--- src/rtl/wave_gen_pkg.sv ---
// Shared definitions for the waveform generator: the four output shapes
// selected by the mode input.
package wave_gen_pkg;

    typedef enum logic [1:0] {
        MODE_TRI    = 2'd0,
        MODE_SAW_UP = 2'd1,
        MODE_SAW_DN = 2'd2,
        MODE_SQUARE = 2'd3
    } wave_mode_e;

endpackage

--- src/rtl/wave_prescaler.sv ---
// Tick divider: one tick every div_in+1 enabled clocks, restarting from zero
// whenever the generator is disabled.
module wave_prescaler #(
    parameter int DIV_W = 8
) (
    input  logic             clk,
    input  logic             rst_n,
    input  logic             enable,
    input  logic [DIV_W-1:0] div_in,
    output logic             tick_out
);

    logic [DIV_W-1:0] count_q;

    // '>=' rather than '==' so lowering div_in below the running count ticks at once.
    assign tick_out = enable && (count_q >= div_in);

    // NOTE: non-blocking assignments for every register so all flops sample
    // the same pre-edge values regardless of block ordering.
    always_ff @(posedge clk or negedge rst_n) begin
        if (!rst_n) begin
            count_q <= '0;
        end else if (!enable || tick_out) begin
            count_q <= '0;
        end else begin
            count_q <= count_q + DIV_W'(1);
        end
    end

endmodule

--- src/rtl/wave_gen.sv ---
// Programmable triangle / sawtooth / square generator with inclusive limits,
// per-tick step size and registered sample, direction and period-wrap outputs.
module wave_gen
    import wave_gen_pkg::*;
#(
    parameter int WIDTH = 8,
    parameter int DIV_W = 8
) (
    input  logic             clk,
    input  logic             rst_n,
    input  logic             enable,
    input  logic [1:0]       mode,
    input  logic [WIDTH-1:0] low_in,
    input  logic [WIDTH-1:0] high_in,
    input  logic [WIDTH-1:0] step_in,
    input  logic [DIV_W-1:0] div_in,
    output logic [WIDTH-1:0] wave_out,
    output logic             dir_out,
    output logic             wrap_out
);

    logic             tick;
    logic [WIDTH-1:0] wave_q, wave_d;
    logic             dir_q, dir_d;
    logic             wrap_q, wrap_d;
    wave_mode_e       mode_s;

    // One extra bit so out+step and low+step never wrap through 2^WIDTH.
    logic [WIDTH:0] out_x, high_x, up_sum, low_plus;

    wave_prescaler #(.DIV_W(DIV_W)) u_prescaler (
        .clk      (clk),
        .rst_n    (rst_n),
        .enable   (enable),
        .div_in   (div_in),
        .tick_out (tick)
    );

    assign mode_s   = wave_mode_e'(mode);
    assign out_x    = {1'b0, wave_q};
    assign high_x   = {1'b0, high_in};
    assign up_sum   = out_x + {1'b0, step_in};
    assign low_plus = {1'b0, low_in} + {1'b0, step_in};

    // NOTE: every always_comb output gets a default first, so no path can
    // leave a signal unassigned and infer a latch.
    always_comb begin
        wave_d = wave_q;
        dir_d  = dir_q;
        wrap_d = 1'b0;
        if (low_in >= high_in) begin
            wave_d = low_in;
            dir_d  = 1'b1;
        end else if (wave_q < low_in) begin
            wave_d = low_in;
            dir_d  = 1'b1;
        end else if (wave_q > high_in) begin
            wave_d = high_in;
            dir_d  = 1'b0;
        end else if (step_in != '0 || mode_s == MODE_SQUARE) begin
            case (mode_s)
                MODE_TRI: begin
                    if (dir_q) begin
                        if (up_sum >= high_x) begin
                            wave_d = high_in;
                            dir_d  = 1'b0;
                        end else begin
                            wave_d = up_sum[WIDTH-1:0];
                        end
                    end else if (out_x <= low_plus) begin
                        wave_d = low_in;
                        dir_d  = 1'b1;
                        wrap_d = 1'b1;
                    end else begin
                        wave_d = wave_q - step_in;
                    end
                end
                MODE_SAW_UP: begin
                    dir_d = 1'b1;
                    if (up_sum > high_x) begin
                        wave_d = low_in;
                        wrap_d = 1'b1;
                    end else begin
                        wave_d = up_sum[WIDTH-1:0];
                    end
                end
                MODE_SAW_DN: begin
                    dir_d = 1'b0;
                    if (out_x < low_plus) begin
                        wave_d = high_in;
                        wrap_d = 1'b1;
                    end else begin
                        wave_d = wave_q - step_in;
                    end
                end
                default: begin
                    // Square: anything below high jumps up, which starts a new period.
                    if (wave_q < high_in) begin
                        wave_d = high_in;
                        dir_d  = 1'b1;
                        wrap_d = 1'b1;
                    end else begin
                        wave_d = low_in;
                        dir_d  = 1'b0;
                    end
                end
            endcase
        end
    end

    // NOTE: the async reset clears all output state immediately, without a clock.
    always_ff @(posedge clk or negedge rst_n) begin
        if (!rst_n) begin
            wave_q <= '0;
            dir_q  <= 1'b1;
            wrap_q <= 1'b0;
        end else if (tick) begin
            wave_q <= wave_d;
            dir_q  <= dir_d;
            wrap_q <= wrap_d;
        end else begin
            wrap_q <= 1'b0;
        end
    end

    assign wave_out = wave_q;
    assign dir_out  = dir_q;
    assign wrap_out = wrap_q;

endmodule

--- config.mk ---
export PLATFORM = sky130hd
export DESIGN_NAME = wave_gen
export DESIGN_NICKNAME = d
export VERILOG_FILES = /design/src/rtl/wave_gen_pkg.sv /design/src/rtl/wave_prescaler.sv /design/src/rtl/wave_gen.sv
export SDC_FILE = /design/constraint.sdc
export NUM_CORES = 1
export LEC_CHECK = 0
export ABC_AREA = 1
export CAP_MARGIN = 20
export CORE_UTILIZATION = 30
export DETAILED_ROUTE_END_ITERATION = 12
export PLACE_DENSITY_LB_ADDON = 0.05
export REMOVE_ABC_BUFFERS = 1
export SYNTH_ARGS = -nofsm -noshare
export SYNTH_HDL_FRONTEND = slang
export SYNTH_SLANG_ARGS = --single-unit
--- constraint.sdc ---
create_clock -name clk -period 5.7 [get_ports clk]
set_input_delay 1.14 -clock clk [delete_from_list [all_inputs] [get_ports clk]]
set_output_delay 1.14 -clock clk [all_outputs]
set_load 0.01 [all_outputs]
Word-level counts from Yosys, hierarchy flattened
Index checks and enable logic that the tools add are counted.

storage, ports and cells
  output and inout port bits = 10
  flip-flop bits (word level) = 18

operators by class
  magnitude comparators = 9
  $add $sub $neg = 4
  reduce and logical (&&, ||, !) cells = 8
  eq/ne operators = 3
  muxes and demuxes = 30

operators by type and width
  kind                 count
  $mux 8               11
  $pmux 8 s3           1
  $add 8x8->9          2
  $ge 8x8->1           2
  $lt 8x8->1           2
  $mux 1               16
  $ge 9x8->1           1
  $gt 9x8->1           1
  $le 8x9->1           1
  $lt 8x9->1           1
  $add 8x1->8 const B  1
  $gt 8x8->1           1
  $reduce_bool 8->1    1
  $sub 8x8->8          1
  $pmux 1 s3           2
  $eq 2x2->1 const B   2
  $reduce_bool 4->1    1
  $eq 2x1->1 const B   1
  $logic_not 2->1      1
  $logic_or 1x1->1     2
  $reduce_and 2->1     1
  $logic_and 1x1->1    1
  $logic_not 1->1      1

Longest topological paths before layout
Gate-level depths: netlist (run 1).

  depth in word-level cells = 10
  gate-level depth with buffers = 27
  gate-level depth less buffers = 25

Hierarchy
A second synthesis (run 1) with hierarchy kept.

second synthesis, totals
  cells, all modules = 669
  area total of the unflattened synthesis = 4087.7 µm²

modules (own cells, without submodules)
  module          area an instance (µm²)  instances  cells each
  wave_gen        3488.3                  1          596
  wave_prescaler  599.3                   1          73

Least setup slack after synthesis (run 1)
Ideal clock, no wire load.

  path kind = in2reg
  start point = in step_in[0]
  end point = reg wave_q[6] (netlist: wave_out[6])
  slack = 1.956 ns
  cell stages on the path = 24
  arrival time = 3.622 ns
  cell sequence = ha_1 inv_1 fa_1 o21ai_4 nand2_1 nand3_1 nand2_1 ha_1 nand2_1 nor2_1 nand2_1 nor2_1 nand2_2 inv_2 nand2_1 nand2_2 buf_6 nand3_1 o211ai_1 nand2_1 inv_1 nand3_1 nand2_1 a21oi_2

between the ends
  cells in the longest elaborated chain, start to end = 9
  elaborated cells between the ends (all ways) = 21
  those cells by class = add/sub: 3; order compare: 4; mux: 10; reduce/logical: 4

ends and longest elaborated chain
  item                                      line                            source
  start, declared                           wave_gen.sv:15                  input logic [WIDTH-1:0] step_in,
  $add 8x8->9, on equally long branches     wave_gen.sv:43, wave_gen.sv:42
  $le 8x9->1 or $ge 9x8->1 (tied branches)  wave_gen.sv:70, wave_gen.sv:64
  $mux 8, on equally long branches          wave_gen.sv:70, wave_gen.sv:64
  $mux 8                                    wave_gen.sv:63                  if (dir_q) begin
  $pmux 8 s3                                wave_gen.sv:61                  case (mode_s)
  $mux 8                                    wave_gen.sv:60                  end else if (step_in != '0 || mode_s == MODE_SQUARE) begin
  $mux 8                                    wave_gen.sv:57                  end else if (wave_q > high_in) begin
  $mux 8                                    wave_gen.sv:54                  end else if (wave_q < low_in) begin
  $mux 8                                    wave_gen.sv:51                  if (low_in >= high_in) begin
  end signal, assigned                      wave_gen.sv:118                 wave_q <= wave_d;
  end, declared                             wave_gen.sv:23                  logic [WIDTH-1:0] wave_q, wave_d;

Several ways; a longest one is shown, not always the timed one. The select of a mux whose other input is x is not followed.
A chain may end at the register's enable or synchronous reset.

Worst setup path in the final report (run 1)
  start point = in step_in[2]
  end point = reg wave_q[3] (netlist: wave_out[3])

Same word-level chain as after synthesis.

==> flow_summary.yaml, run 1 <==
global_routing:
  grt_pass1_vias: 4030
  grt-busiest-layer: "met2"
  grt-ovfl-total: 0
  grt_first_pass_wirelength_um: 22090
  grt_util_met2_pct: 34.82
  initial_antenna_violation_count: 0
  largest_net_degree_at_the_start_of_global_routing: 19
  grt_use_met1_pct: 28.25
  grt_use_met3_pct: 1.737
  grtUsageTotal_pct: 20.53
setup_path:
  critPathRequiredTime_ns: 5.85
  worst_setup_path_start_kind: "input pin"
  worstPathArrival_ns: 4.78
  worst_path_dominant_cell_family: "simple AND/OR/NAND/NOR gates"
  worst_path_buffer_plus_inverter_count: 6
  critical_path_class: "input pin to flip-flop"
  end_kind: "flip-flop"
  crit_path_frequent_cell: "sky130_fd_sc_hd__nand2_1"
  critPathMaxFanout: 12
  cp_slowest_stage_delay_ns: 0.54
  cp_slowest_cell: "sky130_fd_sc_hd__clkdlybuf4s50_1"
clock_network:
  cts_tree: "done"
  clockBufferDepth: 2
  cts_htree_levels: 1
  numClockSinks: 18
  post_cts_setup_driven_buffer_insertion_count: 0
  cts_repair_resize_count: 0
  worst_skew_pair.late_latency_ns: 0.26
  cts.reportedPaths.clkPinSlew_ns: 0.06
  cell_chosen_for_the_clock_root: "sky130_fd_sc_hd__clkbuf_16"
  cts_hold_repair.buffers: 0
  tritoncts_buffer_count: 3
flow_run:
  cap_violations: 0
sta:
  min_period_over_period_pct: 81.34
  final_critical_path_time_including_i_o_delays_and_setup_ns: 4.636
  grt_setup_unrepaired: "no"
  setup_violations: 0
  hold_viol: 0
  max_freq_ghz: 0.2157
  timing_worst_slew_pin_value_ns: 0.9545
  clock-skew-final_ns: 0.007709
  final_max_slew_viol_count: 0
  totalNegativeSetupSlack_ns: 0
  relative_max_transition_margin_pct: 36.17
layout:
  fill_cells: 1461
  nNetsFinal: 780
  post-route-cell-area_um2: 4761
  drive_above_1_share_pct: 8.982
  area_added_between_synthesis_and_finish_pct: 17.37
  antenna-diode-count: 0
synth:
  synth_top_cells_by_area: "sky130_fd_sc_hd__ha_1 (22%), sky130_fd_sc_hd__nand2_1 (13%), sky130_fd_sc_hd__dfrtp_1 (10%)"
  yosys_most_used_dff: "sky130_fd_sc_hd__dfrtp_1"
  syn-cell-area_um2: 4056
  synth_area_per_cell_um2: 6.470
  synth.ff_latch_count: 18
  synth.cells.most_frequent: "sky130_fd_sc_hd__nand2_1 (139), sky130_fd_sc_hd__inv_1 (86), sky130_fd_sc_hd__ha_1 (71)"
  synth_cells: 627
  synth_top_cell_by_area: "sky130_fd_sc_hd__ha_1"
  synthesis_warning_total: 0
  synth.lib_cells_used.distinct: 49
  yosysSeqAreaShare_pct: 11.14
  synth.most_common_cell: "sky130_fd_sc_hd__nand2_1"
  synth_enable_flop_cells: 0
  portion_of_synthesized_cell_area_occupied_by_the_leading_cell_type_pct: 21.90
  async_flop_share_pct: 100.0
placed_design:
  hpwlAfterDp_um: 11360
  post_dp_cell_area_um2: 4672
  buffer_ports.inserted: 46
  routability_driven_placement_congestion_ratio: 0.8576
route:
  route.detailed.wl_per_inst_um: 16.53
  total_wirelength_of_the_detailed_routed_design_um: 13950
  route.vias.total: 4181
  drc: 0
  vias_per_cell: 4.954
  detailedRoute.firstIterationViolations: 226
  drt_first_pass_iters: 5
  drt.antenna.violating_nets: 0
die:
  total_core_area_um2: 13190
  fp-row-count: 42
  initial_core_util_pct: 30.75
  die_height_um: 118.3
  die_x_um: 118.3
  die-area_um2: 13990
  boundaryPins: 47
power:
  pwr_density_cell_nw_per_um2: 359.8
  peakVddDrop_v: 0.0001270
  cellLeakagePower_nw: 2.435
hold_path:
  path_category_of_the_worst_min_delay_check: "flip-flop to flip-flop"
outcome:
  run_status: "completed"
[registers in the layout, indices dropped and copies added (netlist names)]
name and count:
u_prescaler.count_q 8, dir_out 1, wrap_out 1, wave_out 8
[logic make-up (layout without fill, tap and decap cells)]
kind of cell,after synthesis,in the layout,synth area share [%]
AND/OR/NAND/NOR,304,304,35.04
buffers and inverters,110,151,11.17
AO/OA/AOI/OAI,106,106,16.04
adder cells (fa/ha/maj),74,74,23.38
flip-flops,18,18,11.14
XOR/XNOR,15,15,3.239
[cells in the final DEF (no fill, tap or decap), types with 11 or more instances in the layout]
master                            Yosys  routed
sky130_fd_sc_hd__nand2_1            139     139
sky130_fd_sc_hd__ha_1                71      71
sky130_fd_sc_hd__clkdlybuf4s50_1      0      46
sky130_fd_sc_hd__inv_1               86      86
sky130_fd_sc_hd__nor2_1              63      63
sky130_fd_sc_hd__nand2_2             11      11
sky130_fd_sc_hd__xor2_1              14      14
sky130_fd_sc_hd__a21oi_1             55      55
sky130_fd_sc_hd__o21ai_0             16      16
sky130_fd_sc_hd__dfrtp_1             17      17
sky130_fd_sc_hd__nand3_1             51      51
[power by group]
group | leakage (nW) | total [W] | switching, W | internal [W]
sequential | 0.232 | 0.000248 | 0.0000919 | 0.000156
combinational | 2.16 | 0.00130 | 0.000832 | 0.000468
clock | 0.0442 | 0.000165 | 0.0000581 | 0.000107
total | 2.44 | 0.00171 | 0.000982 | 0.000731
[layout make-up]
| cell class | count | area (µm²) | area share (%) |
|---|---|---|---|
| multi-input combinational | 499 | 3152 | 66.20 |
| timing repair buffer | 47 | 467.9 | 9.829 |
| sequential | 18 | 451.7 | 9.488 |
| inverter | 100 | 380.4 | 7.989 |
| tap | 176 | 220.2 | 4.625 |
| clock buffer | 4 | 88.84 | 1.866 |
[worst paths after layout]
| path | start | end | slack (ns) | cells past startpoint |
|---|---|---|---|---|
| worst max-delay path | step_in[2] | wave_out[3] | 1.06 | 26 |
| worst min-delay path | u_prescaler.count_q[0] | u_prescaler.count_q[0] | 0.51 | 1 |
| worst max register to register | wave_out[2] | wave_out[3] | 1.95 | 24 |
| worst min register to register | u_prescaler.count_q[0] | u_prescaler.count_q[0] | 0.51 | 1 |
| max in group asynchronous | rst_n | u_prescaler.count_q[7] | 3.70 | 1 |
| min in group asynchronous | rst_n | wave_out[0] | 1.42 | 1 |
[metrics by stage]
| stage | hold slack (ns) | std cells | util (%) | total power (W) | setup WS (ns) |
|---|---|---|---|---|---|
| floorplan | 0.4536 | 617 | - | 0.001134 | 1.897 |
| global placement | 0.5074 | 840 | 35.42 | 0.001541 | 0.8105 |
| detailed placement | 0.5043 | 840 | 35.42 | 0.001546 | 0.8135 |
| CTS | 0.5126 | 844 | 36.09 | 0.001720 | 1.067 |
| global route | 0.5465 | 844 | 36.09 | 0.001910 | 0.5866 |
| finish | 0.5147 | 844 | 36.09 | 0.001713 | 1.064 |
[routing by layer]
layer	up-vias	wire length [µm]
met1	1899	6578
met4	0	146
met3	16	690
met5	-	0
met2	118	6537
li1	2148	-
No activity file was read; power rests on OpenSTA's default activity.
==> inputs of run 2 (changes only) <==
- clock period: 5.7 -> 4.63 ns (I/O delays scaled with it)
==> run 2 against run 1 <==
Sequential cell count stayed put. Via count is 1.3% higher. Sequential share of layout area down 0.28 points. First-iteration DRC count is 42% higher. Utilization grew 1.1 points. Wire length is 1.2% higher. Clock skew is 0.0026 ns lower. Largest power group unchanged. Sequential power increased by 16%. Clock-buffer cell count stayed put.
==> flow_summary.yaml, run 2 (same netlist as run 1, synthesis figures left out) <==
setup_path:
  critPathMaxFanout: 9
  worst_setup_path_start_kind: "input pin"
  timing.rr.end: "wave_out[6]"
  ff2ff_setup_slack_ns: 0.98
  critPathRequiredTime_ns: 4.80
  endpoint: "wave_out[6]"
  critical_path_class: "input pin to flip-flop"
  worst_r2r_startpoint: "wave_out[4]"
  end_kind: "flip-flop"
  reg2regPathDepth: 23
  worstPathArrival_ns: 4.47
  worstSetupStartpoint: "step_in[0]"
placed_design:
  place_worst_setup_slack_ns: -0.03539
  routability_driven_placement_congestion_ratio: 0.8878
  buffer_ports.inserted: 46
  hpwlAfterDp_um: 11910
global_routing:
  grt_first_pass_wirelength_um: 22100
  largest_net_degree_at_the_start_of_global_routing: 19
  grtUsageTotal_pct: 20.51
  initial_antenna_violation_count: 0
  grt_pass1_vias: 4100
  grt-ovfl-total: 0
layout:
  nNetsFinal: 798
  seqCellArea_um2: 451.7
  drive_above_1_share_pct: 11.66
  antenna-diode-count: 0
  area_added_between_synthesis_and_finish_pct: 20.88
  leading_cell_type_in_the_layout_fill_and_taps_excluded: "sky130_fd_sc_hd__nand2_1"
  final_cell_mix: "sky130_fd_sc_hd__nand2_1 (139), sky130_fd_sc_hd__inv_1 (85), sky130_fd_sc_hd__ha_1 (71)"
  fill_cells: 1451
  multi_input_comb_area_um2: 3159
die:
  initial_core_util_pct: 30.75
  die-area_um2: 13990
  die_x_um: 118.3
  fp-row-count: 42
  boundaryPins: 47
  total_core_area_um2: 13190
  die_height_um: 118.3
sta:
  grt_setup_unrepaired: "no"
  setup_slack_ns: 0.3382
  clock-skew-final_ns: 0.005095
  final_critical_path_time_including_i_o_delays_and_setup_ns: 4.292
  final_max_slew_viol_count: 0
  relative_max_transition_margin_pct: 37.12
  totalNegativeSetupSlack_ns: 0
  max_freq_ghz: 0.2330
  min_period_over_period_pct: 92.70
  hold_viol: 0
  setup_violations: 0
  timing_worst_slew_pin_value_ns: 0.9402
  hold_slack_ns: 0.5095
route:
  route.detailed.wl_per_inst_um: 16.37
  drt_first_pass_iters: 5
  m1WireLength_um: 6741
  total_wirelength_of_the_detailed_routed_design_um: 14120
  max_layer_used: "met4"
  route.met3.wl_um: 635
  drc: 0
  drt.antenna.violating_nets: 0
  detailedRoute.firstIterationViolations: 321
  met2_length_um: 6465
  vias_per_cell: 4.913
  route.vias.total: 4235
power:
  pwr_density_cell_nw_per_um2: 447.7
  peakVddDrop_v: 0.0002037
  cellLeakagePower_nw: 2.522
  post-layout-total-power_w: 0.002195
clock_network:
  worst_skew_pair.late_latency_ns: 0.25
  cts_hold_repair.buffers: 0
  tritoncts_buffer_count: 3
  cts_htree_levels: 1
  clockBufferDepth: 2
  cts_tree: "done"
  numClockSinks: 18
  cell_chosen_for_the_clock_root: "sky130_fd_sc_hd__clkbuf_16"
  cts.reportedPaths.clkPinSlew_ns: 0.06
outcome:
  run_status: "completed"
flow_run:
  cap_violations: 0
hold_path:
  path_category_of_the_worst_min_delay_check: "flip-flop to flip-flop"
==> run 2: critical path, stage by stage <==
cell and delay (ns):
sky130_fd_sc_hd__clkdlybuf4s50_1 0.53, sky130_fd_sc_hd__ha_1 0.19, sky130_fd_sc_hd__inv_1 0.06, sky130_fd_sc_hd__fa_1 0.43
sky130_fd_sc_hd__o21ai_4 0.21, sky130_fd_sc_hd__nand2_1 0.09, sky130_fd_sc_hd__nand3_1 0.11, sky130_fd_sc_hd__nand2_1 0.10
sky130_fd_sc_hd__ha_1 0.31, sky130_fd_sc_hd__nand2_1 0.08, sky130_fd_sc_hd__nor2_2 0.14, sky130_fd_sc_hd__nand2_1 0.07
sky130_fd_sc_hd__nor2_1 0.13, sky130_fd_sc_hd__nand2_2 0.10, sky130_fd_sc_hd__inv_2 0.09, sky130_fd_sc_hd__nand2_1 0.08
sky130_fd_sc_hd__nand2_4 0.13, sky130_fd_sc_hd__buf_4 0.15, sky130_fd_sc_hd__o211ai_1 0.08, sky130_fd_sc_hd__nand2_1 0.12
sky130_fd_sc_hd__inv_1 0.05, sky130_fd_sc_hd__nand3_1 0.07, sky130_fd_sc_hd__nand2_1 0.06, sky130_fd_sc_hd__a21oi_2 0.14
==> run 2: layout make-up <==
type | instances | area share [%]
tap | 176 | 4.491
multi-input combinational | 499 | 64.43
sequential | 18 | 9.212
clock buffer | 4 | 1.812
inverter | 100 | 7.757
timing repair buffer | 65 | 12.30
==> run 2: power breakdown <==
group	switching, W	leakage (nW)	internal [W]	total [W]
Sequential	0.0000958	0.232	0.000192	0.000288
Clock	0.0000664	0.0442	0.000132	0.000198
Combinational	0.00107	2.25	0.000640	0.00171
==> run 2: worst min path at each step <==
| stage | startpoint | end | slack [ns] | cells past startpoint |
|---|---|---|---|---|
| after CTS | u_prescaler.count_q[0] | u_prescaler.count_q[0] | 0.52 | 1 |
| after detailed placement | u_prescaler.count_q[0] | u_prescaler.count_q[0] | 0.51 | 1 |
| final | u_prescaler.count_q[0] | u_prescaler.count_q[0] | 0.51 | 1 |
| after global placement | u_prescaler.count_q[0] | u_prescaler.count_q[0] | 0.50 | 1 |
| after floorplan | u_prescaler.count_q[0] | u_prescaler.count_q[0] | 0.45 | 1 |
| after global routing | u_prescaler.count_q[0] | u_prescaler.count_q[0] | 0.54 | 1 |
==> run 2: metrics by stage <==
step | cell area, µm² | std cells | util, %
after floorplan | 3984 | 617 | -
after global placement | 4807 | 858 | 36.44
after detailed placement | 4807 | 858 | 36.44
after CTS | 4896 | 862 | 37.12
after global routing | 4903 | 862 | 37.18
final | 4903 | 862 | 37.18
==> run 2: timing repair <==
action                                  in CTS  in global routing
endpoints found under the setup margin       0                  6
hold endpoints to repair                     0                  0
gates resized for setup                      0                  3
buffers inserted                             0                  0
==> run 2: layer usage <==
layer | GRT usage (%) | vias up
li1 | - | 2175
met1 | 28.18 | 1917
met2 | 34.15 | 125
met3 | 1.496 | 18
met4 | 6.090 | 0
met5 | 0 | -
==> inputs of run 3 (changes only) <==
- CORE_ASPECT_RATIO: not set -> 1.1
==> run 3 against run 2 <==
Via count increased by 2.6%. Sequential power decreased by 5%. Maximum frequency decreased by 2.3%. Clock-buffer cell count unchanged. Largest power group unchanged.
==> flow_summary.yaml, run 3 (same netlist as run 1, synthesis figures left out) <==
setup_path:
  reg2regPathDepth: 23
  critPathRequiredTime_ns: 4.82
  critical_path.cell_chain: "clkdlybuf4s50_1 -> ha_2 -> inv_1 -> fa_1 -> o21ai_4 -> nand2_1 -> nand3_1 -> nand2_1 -> ha_1 -> nand2_1 -> nor2_1 -> nand2_1 -> nor2_1 -> nand2_2 -> inv_2 -> nand2_1 -> nand2_4 -> buf_4 -> o21ai_1 -> nor2_1 -> nor2_1 -> nand3_1 -> nand2_1 -> a21oi_2"
  crit_path_frequent_cell: "sky130_fd_sc_hd__nand2_1"
  critical_path_class: "input pin to flip-flop"
  ff2ff_setup_slack_ns: 0.95
  worst_setup_path_start_kind: "input pin"
  worstSetupStartpoint: "step_in[0]"
  worst_r2r_startpoint: "wave_out[0]"
  cp_slowest_cell: "sky130_fd_sc_hd__clkdlybuf4s50_1"
  worstPathArrival_ns: 4.58
  critPathMaxFanout: 9
  cp_slowest_stage_delay_ns: 0.54
  end_kind: "flip-flop"
  endpoint: "wave_out[7]"
  timing.rr.end: "wave_out[7]"
placed_design:
  place_worst_setup_slack_ns: -0.05897
  numPlacedInstances: 848
  routability_driven_placement_congestion_ratio: 0.9072
  hpwlAfterDp_um: 12550
  buffer_ports.inserted: 46
die:
  die-area_um2: 13990
  initial_core_util_pct: 30.70
  total_core_area_um2: 13210
  boundaryPins: 47
  die_height_um: 124.0
  die_x_um: 112.9
  fp-row-count: 44
route:
  route.detailed.wl_per_inst_um: 17.70
  detailedRoute.firstIterationViolations: 344
  drt_first_pass_iters: 5
  drt.antenna.violating_nets: 0
  vias_per_cell: 5.097
  drc: 0
  total_wirelength_of_the_detailed_routed_design_um: 15080
  route.vias.total: 4343
layout:
  final_core_util_pct: 37.25
  final_cell_count_no_fill: 852
  area_added_between_synthesis_and_finish_pct: 21.34
  drive_above_1_share_pct: 12.30
  leading_cell_type_in_the_layout_fill_and_taps_excluded: "sky130_fd_sc_hd__nand2_1"
  multi_input_comb_area_um2: 3159
  antenna-diode-count: 0
  final_cell_mix: "sky130_fd_sc_hd__nand2_1 (139), sky130_fd_sc_hd__inv_1 (85), sky130_fd_sc_hd__ha_1 (70)"
  nNetsFinal: 803
  fill_cells: 1444
  seqCellArea_um2: 451.7
sta:
  totalNegativeSetupSlack_ns: 0
  final_critical_path_time_including_i_o_delays_and_setup_ns: 4.393
  setup_slack_ns: 0.2369
  final_max_slew_viol_count: 0
  timing_worst_slew_pin_value_ns: 0.9135
  grt_setup_unrepaired: "no"
  min_period_over_period_pct: 94.88
  clock-skew-final_ns: 0.006023
  relative_max_transition_margin_pct: 38.91
  hold_slack_ns: 0.4896
  setup_violations: 0
  hold_viol: 0
  max_freq_ghz: 0.2276
clock_network:
  cts_hold_repair.buffers: 0
  numClockSinks: 18
  cell_chosen_for_the_clock_root: "sky130_fd_sc_hd__clkbuf_16"
  clockBufferDepth: 2
  worst_skew_pair.late_latency_ns: 0.25
  cts_htree_levels: 1
  post_cts_setup_driven_buffer_insertion_count: 0
  cts.reportedPaths.clkPinSlew_ns: 0.06
  cts_tree: "done"
  tritoncts_buffer_count: 3
global_routing:
  largest_net_degree_at_the_start_of_global_routing: 19
  grtUsageTotal_pct: 22.49
  grt_first_pass_wirelength_um: 23610
  initial_antenna_violation_count: 0
  grt-ovfl-total: 0
  grt_pass1_vias: 4267
power:
  pwr_density_cell_nw_per_um2: 454.8
  cellLeakagePower_nw: 2.544
  peakVddDrop_v: 0.0001660
hold_path:
  path_category_of_the_worst_min_delay_check: "flip-flop to flip-flop"
flow_run:
  cap_violations: 0
outcome:
  run_status: "completed"
==> run 3: changes by cell type in the layout (fill, tap and decap cells not counted) <==
cell / before / now
sky130_fd_sc_hd__ha_1: 71 / 70
sky130_fd_sc_hd__ha_2: 0 / 1
sky130_fd_sc_hd__buf_4: 19 / 24
sky130_fd_sc_hd__nor2_2: 7 / 6
sky130_fd_sc_hd__nor2_1: 62 / 63
==> run 3: layout make-up <==
cell class / instances / area share [%]
Multi-Input combinational cell: 499 / 64.18
Timing Repair Buffer: 70 / 13.01
Sequential cell: 18 / 9.176
Inverter: 100 / 7.728
Tap cell: 161 / 4.093
Clock buffer: 4 / 1.805
==> run 3: worst max-delay path, delay by kind of cell <==
kind            cells  cell delay [ns]
buf+inv             4             0.83
compound gates      3             0.42
simple gates       14             1.43
fa+ha+maj           3             0.97
==> run 3: where the power goes <==
group / leakage (nW) / switching [W] / internal [W]
sequential: 0.232 / 0.0000831 / 0.000192
combinational: 2.27 / 0.00111 / 0.000659
clock: 0.0442 / 0.0000647 / 0.000132
total: 2.54 / 0.00126 / 0.000983
==> run 3: per-stage QoR <==
step	area, µm²	power, W
detailed placement	4826	0.002029
global route	4922	0.002469
finish	4922	0.002238
global placement	4826	0.002028
CTS	4915	0.002233
floorplan	3984	0.001396
==> run 3: worst min path at each step <==
stage	slack, ns	to	depth (start not counted)	from
global placement	0.49	u_prescaler.count_q[0]	1	u_prescaler.count_q[0]
global route	0.51	u_prescaler.count_q[0]	1	u_prescaler.count_q[0]
CTS	0.50	u_prescaler.count_q[0]	1	u_prescaler.count_q[0]
floorplan	0.45	u_prescaler.count_q[0]	1	u_prescaler.count_q[0]
detailed placement	0.49	u_prescaler.count_q[0]	1	u_prescaler.count_q[0]
finish	0.49	u_prescaler.count_q[0]	1	u_prescaler.count_q[0]
==> run 3: repair_timing <==
item,CTS,global route
setup endpoints to repair,0,5
endpoints found under the hold margin,0,0
resized for setup,0,3
==> run 3: layer usage <==
metal,wire [µm],track usage (%)
met5,0,0
met2,7245,39.74
met1,6928,29.66
met3,553,1.363
met4,355,6.579
